$ cat src/rtl/video_fifo_pkg.sv
`default_nettype none
// +----------------------------------------------------------------------------+
// | Module  : video_fifo_pkg                                                   |
// | Brief   : Shared constants, clog2 helper and pointer typing for the video  |
// |           line FIFO family.                                                |
// | Rev     : 1.0  initial release                                             |
// +----------------------------------------------------------------------------+
package video_fifo_pkg;

    localparam int MIN_DEPTH = 4;
    localparam int MAX_DEPTH = 1024;

    function automatic int clog2(input int value);
        int r;
        r = 0;
        for (int v = value - 1; v > 0; v = v >> 1) begin
            r = r + 1;
        end
        return r;
    endfunction

    // Pointers carry one extra wrap bit above the index bits.
    function automatic int ptr_w(input int depth);
        return clog2(depth) + 1;
    endfunction

    typedef logic [ptr_w(MAX_DEPTH)-1:0] ptr_max_t;

endpackage
`default_nettype wire

$ cat src/rtl/video_fifo_ram.sv
`default_nettype none
// +----------------------------------------------------------------------------+
// | Module  : video_fifo_ram                                                   |
// | Brief   : DEPTH x WIDTH register array, synchronous write, async read.     |
// | Rev     : 1.0  initial release                                             |
// +----------------------------------------------------------------------------+
module video_fifo_ram
    import video_fifo_pkg::*;
#(
    parameter int WIDTH = 8,
    parameter int DEPTH = 256
) (
    input  logic                       clk,
    input  logic                       i_wr_en,
    input  logic [clog2(DEPTH)-1:0]    i_wr_addr,
    input  logic [WIDTH-1:0]           i_wr_data,
    input  logic [clog2(DEPTH)-1:0]    i_rd_addr,
    output logic [WIDTH-1:0]           o_rd_data
);

    logic [WIDTH-1:0] r_mem [DEPTH];

    // Contents are deliberately left unreset.
    always_ff @(posedge clk) begin
        if (i_wr_en) begin
            r_mem[i_wr_addr] <= i_wr_data;
        end
    end

    assign o_rd_data = r_mem[i_rd_addr];

endmodule
`default_nettype wire

$ cat src/rtl/video_line_fifo.sv
`default_nettype none
// +----------------------------------------------------------------------------+
// | Module  : video_line_fifo                                                  |
// | Brief   : First-word-fall-through pixel FIFO with valid/ready on both      |
// |           sides, registered occupancy and status flags. Defining          |
// |           VIDEO_FIFO_ERR_EN adds sticky ovf_err/unf_err outputs.           |
// | Rev     : 1.0  initial release                                             |
// +----------------------------------------------------------------------------+
module video_line_fifo
    import video_fifo_pkg::*;
#(
    parameter int WIDTH    = 8,
    parameter int DEPTH    = 256,
    parameter int AF_LEVEL = DEPTH - 4
) (
    input  logic                       clk,
    input  logic                       rst,
    input  logic                       wr_valid,
    output logic                       wr_ready,
    input  logic [WIDTH-1:0]           wr_data,
    output logic                       rd_valid,
    input  logic                       rd_ready,
    output logic [WIDTH-1:0]           rd_data,
    output logic [clog2(DEPTH):0]      count,
    output logic                       full,
    output logic                       empty,
    output logic                       almost_full
`ifdef VIDEO_FIFO_ERR_EN
    ,
    output logic                       ovf_err,
    output logic                       unf_err
`endif
);

    localparam int c_addr_w = clog2(DEPTH);
    localparam int c_ptr_w  = ptr_w(DEPTH);

    typedef logic [c_ptr_w-1:0] ptr_t;

    ptr_t             r_wr_ptr;
    ptr_t             r_rd_ptr;
    ptr_t             r_count;
    logic             r_full;
    logic             r_empty;
    logic             r_almost_full;

    ptr_t             w_wr_ptr_nxt;
    ptr_t             w_rd_ptr_nxt;
    ptr_t             w_count_nxt;
    logic             w_full_nxt;
    logic             w_empty_nxt;
    logic             w_wr_fire;
    logic             w_rd_fire;
    logic [WIDTH-1:0] w_ram_rd_data;

    assign w_wr_fire = wr_valid & ~r_full;
    assign w_rd_fire = rd_ready & ~r_empty;

    // Flags are computed from the post-edge pointers so they land registered.
    always_comb begin
        w_wr_ptr_nxt = r_wr_ptr + ptr_t'(w_wr_fire);
        w_rd_ptr_nxt = r_rd_ptr + ptr_t'(w_rd_fire);
        w_count_nxt  = w_wr_ptr_nxt - w_rd_ptr_nxt;
        w_empty_nxt  = (w_wr_ptr_nxt == w_rd_ptr_nxt);
        w_full_nxt   = (w_wr_ptr_nxt[c_addr_w-1:0] == w_rd_ptr_nxt[c_addr_w-1:0]) &&
                       (w_wr_ptr_nxt[c_addr_w] != w_rd_ptr_nxt[c_addr_w]);
    end

    always_ff @(posedge clk) begin
        if (rst) begin
            r_wr_ptr      <= '0;
            r_rd_ptr      <= '0;
            r_count       <= '0;
            r_full        <= 1'b0;
            r_empty       <= 1'b1;
            r_almost_full <= 1'b0;
        end else begin
            r_wr_ptr      <= w_wr_ptr_nxt;
            r_rd_ptr      <= w_rd_ptr_nxt;
            r_count       <= w_count_nxt;
            r_full        <= w_full_nxt;
            r_empty       <= w_empty_nxt;
            r_almost_full <= (w_count_nxt >= ptr_t'(AF_LEVEL));
        end
    end

    video_fifo_ram #(
        .WIDTH (WIDTH),
        .DEPTH (DEPTH)
    ) u_ram (
        .clk       (clk),
        .i_wr_en   (w_wr_fire),
        .i_wr_addr (r_wr_ptr[c_addr_w-1:0]),
        .i_wr_data (wr_data),
        .i_rd_addr (r_rd_ptr[c_addr_w-1:0]),
        .o_rd_data (w_ram_rd_data)
    );

    assign wr_ready    = ~r_full;
    assign rd_valid    = ~r_empty;
    assign rd_data     = r_empty ? '0 : w_ram_rd_data;
    assign count       = r_count;
    assign full        = r_full;
    assign empty       = r_empty;
    assign almost_full = r_almost_full;

`ifdef VIDEO_FIFO_ERR_EN
    logic r_ovf_err;
    logic r_unf_err;

    always_ff @(posedge clk) begin
        if (rst) begin
            r_ovf_err <= 1'b0;
            r_unf_err <= 1'b0;
        end else begin
            r_ovf_err <= r_ovf_err | (wr_valid & r_full);
            r_unf_err <= r_unf_err | (rd_ready & r_empty);
        end
    end

    assign ovf_err = r_ovf_err;
    assign unf_err = r_unf_err;
`endif

endmodule
`default_nettype wire

$ cat config.mk
export PLATFORM = sky130hd
export DESIGN_NAME = video_line_fifo
export DESIGN_NICKNAME = d
export VERILOG_FILES = /design/src/rtl/video_fifo_pkg.sv /design/src/rtl/video_fifo_ram.sv /design/src/rtl/video_line_fifo.sv
export SDC_FILE = /design/constraint.sdc
export NUM_CORES = 2
export LEC_CHECK = 0
export CAP_MARGIN = 20
export CORE_MARGIN = 2
export CORE_UTILIZATION = 50
export DETAILED_ROUTE_END_ITERATION = 10
export GPL_TIMING_DRIVEN = 0
export HOLD_SLACK_MARGIN = 0.05
export PLACE_DENSITY = 0.72
export SLEW_MARGIN = 10
export SYNTH_ARGS = -nofsm -noshare
export SYNTH_HDL_FRONTEND = slang
export SYNTH_SLANG_ARGS = --single-unit
$ cat constraint.sdc
create_clock -name clk -period 4.4 [get_ports clk]
set_input_delay 0.66 -clock clk [delete_from_list [all_inputs] [get_ports clk]]
set_output_delay 0.66 -clock clk [all_outputs]
set_load 0.03 [all_outputs]
==> reports/metrics.yaml <==
worst_hold_path:
  hp-class: "input pin to register"
critical_path:
  worstPathArrival_ns: 4.57
  worstPathCellList: "buf_12, buf_16, buf_12, clkbuf_16, mux4_2, mux4_2, nand2_1, nand4_1, a32oi_4, o21ai_4, buf_6"
  path_buf_inv: 5
  crit_slowest_cell: "mux4_2"
  path_delay_family: "buffers and inverters"
  required_ns: 3.74
  critical_path.startpoint_type: "register"
  critPathMaxFanout: 10
  slowest_delay_ns: 0.62
  worstSetupPathType: "register to output port"
  crit_path_end_kind: "output port"
yosys:
  synth_top_cells_by_count: "2048 x edfxtp_1, 447 x mux4_2, 314 x nor2_1"
  synth_simple_gate_area_share_pct: 2.92
  yosysMostFrequentCell: "edfxtp_1"
  synth_edf_count: 2048
  yosysSeqAreaShare_pct: 76.7
  synth_top_cell_by_area: "edfxtp_1"
  synth_mux_area_share_pct: 15.1
  async_flop_share_pct: 0
  syn_area_um2: 80900
  synth_top_family_by_area: "multiplexers"
  synthAdderAreaFrac_pct: 0.185
  yosys.cell_types.count: 61
  synth_flop_cell: "edfxtp_1"
  avgSynthCellArea_um2: 20.5
  yosysTopAreaCellShare_pct: 76.0
  syn-num-nets: 3971
  ys_ff_latch: 2078
  synth_cells: 3950
  synthXorXnorAreaFrac_pct: 0.281
  ys_warn_count: 0
  synth_top_cells_by_area: "edfxtp_1 76%, mux4_2 12%, mux2i_1 2.6%, nor2_1 1.5%, o221ai_1 0.84%"
  synth_compound_area_share_pct: 3.15
timing:
  final_hold_viol_count: 0
  finalSetupViolCount: 346
  fin_crit_ns: 5.23
  fin_skew_ns: 0.0296
  fin_tns_setup_ns: -37.51
  setup_ws_ns: -0.826
  relSlewSlack_pct: 14.3
  rsz0062_at_grt: "true"
  fin_crit_sh_pct: 119
  tightest_slew_ns: 1.29
  slew_viol_final: 0
  clock.fmax_mhz: 191
drt:
  drc_errors: 0
  vias: 48400
  firstDrtPassIters: 10
  detail_route.vias_per_cell: 7.20
  ant_nets: 0
  routed_wl_um: 306000
  drt-wirelength-per-cell_um: 45.5
  drt-initial-drc-count: 10700
power_and_ir_drop:
  power_density_nw_per_um2: 460
  finalPower_mw: 44.2
  p_leak_nw: 29.5
  vdd_drop_max_v: 0.000477
clock_tree:
  htreeDepth: 4
  cts.root.buffer_cell: "clkbuf_16"
  cts_max_path_buffers: 3
  cts.clk_slew.worst_paths_ns: 0.07
  clock_latency_ns: 0.86
  cts_tree: "done"
  cts_hold_buf: 0
  numCtsBuffers: 199
  cts_sinks: 2078
global_route:
  first_global_vias: 44900
  grt.overflow.total: 0
  grt_pass1_wl_um: 399000
  antenna_found_initial: 25
  grt_max_degree: 154
  grt_use_total_pct: 37.0
floorplan:
  core_area_um2: 161000
  die-area_um2: 165000
  start_util_pct: 50.4
  num_rows: 147
  die_h_um: 406
  io_pins: 34
  die_w_um: 406
placement:
  placed_cell_area_um2: 84900
  portBuffers: 33
  place_congestion: 1.04
  dp_hpwl_um: 188000
final_layout:
  nNetsFinal: 4418
  design_area_um2: 96000
  fillers: 11100
  drive_gt1_share_pct: 28.3
  syn2layout_area_growth_pct: 18.7
run_status:
  violations: "negative setup slack"
  status: "complete, but fails checks"
run:
  cap_viol_max_count: 0
routing by layer:
metal  GRT usage [%]  vias up  wire (um)
met4            26.2       29      27700
met2            50.3     5301     126000
met5               0        -        692
li1                -    17300          -
met1            46.6    24600      96800
met3            17.5     1216      54800
layout make-up:
type                            count  area, um2  share of cell area [%]
Buffer                            239       3380                    3.52
Clock buffer                      246       5180                    5.39
Antenna cell                       14       35.0                  0.0365
Inverter                           10       45.0                  0.0469
Sequential cell                  2078      62100                    64.7
Multi-Input combinational cell   1620      18500                    19.3
Timing Repair Buffer              249       3160                    3.29
Clock inverter                    110        918                   0.956
Tap cell                         2160       2700                    2.81
where the power goes:
group          switching, mW  total, mW  internal (mW)  leakage (nW)
Combinational           3.36       5.79           2.43          7.88
Clock                   7.57       16.6           9.00          2.98
Sequential            0.0336       21.8           21.8          18.6
Total                   11.0       44.2           33.2          29.5
cells in the final DEF (no fill, tap or decap), types with 27 or more instances in the layout:
cell type  instances
a21oi_1           50
buf_12            65
buf_16            77
buf_4            125
buf_6             39
buf_8             31
clkbuf_1          81
clkbuf_16        207
clkbuf_2          34
clkinv_1          52
clkinv_2          32
dfxtp_1           27
edfxtp_1        2048
mux2i_1          208
mux4_2           447
nand2_1          104
nand3_1           33
nor2_1           297
o221ai_1          70
o22ai_1           55
kinds of logic after synthesis:
group	count (synthesis)
AOI/OAI and AO/OA	358
DFF	2078
adders and majority gates	12
and+or+nand+nor	561
buffers and inverters	252
muxes	663
xor gates and xnor gates	26
stage by stage:
step	hold slack (ns)	cells	util (%)	setup slack, ns
2_1_floorplan	0.487	3950	-	0.861
3_3_place_gp	0.503	6143	52.2	-5.05
3_5_place_dp	0.507	6181	52.8	-2.38
4_1_cts	0.200	6672	59.3	-0.590
5_1_grt	0.222	6714	59.7	-0.704
6_report	0.222	6726	59.8	-0.826
worst paths after layout:
| path | from | endpoint | slack, ns | depth (start not counted) |
|---|---|---|---|---|
| worst min register to register | r_rd_ptr[8] | r_rd_ptr[8] | 0.54 | 2 |
| worst min-delay path | wr_data[6] | u_ram.r_mem[118][6] | 0.22 | 1 |
| worst max register to register | r_wr_ptr[1] | u_ram.r_mem[46][3] | -0.37 | 6 |
| worst max-delay path | r_rd_ptr[1] | rd_data[3] | -0.83 | 11 |
state kept, by name (all words and copies together), names as in the netlist:
| signal | flops |
|---|---|
| full | 1 |
| empty | 1 |
| r_rd_ptr | 9 |
| count | 9 |
| u_ram.r_mem | 2048 |
| almost_full | 1 |
| r_wr_ptr | 9 |
repair_timing:
action	CTS	global route
gates cloned	5	0
resized for setup	707	74
endpoints found under the hold margin	0	0
setup endpoints to repair	16	42
setup buffers	132	37
pin swaps	49	27
No activity file was read; power rests on OpenSTA's default activity.
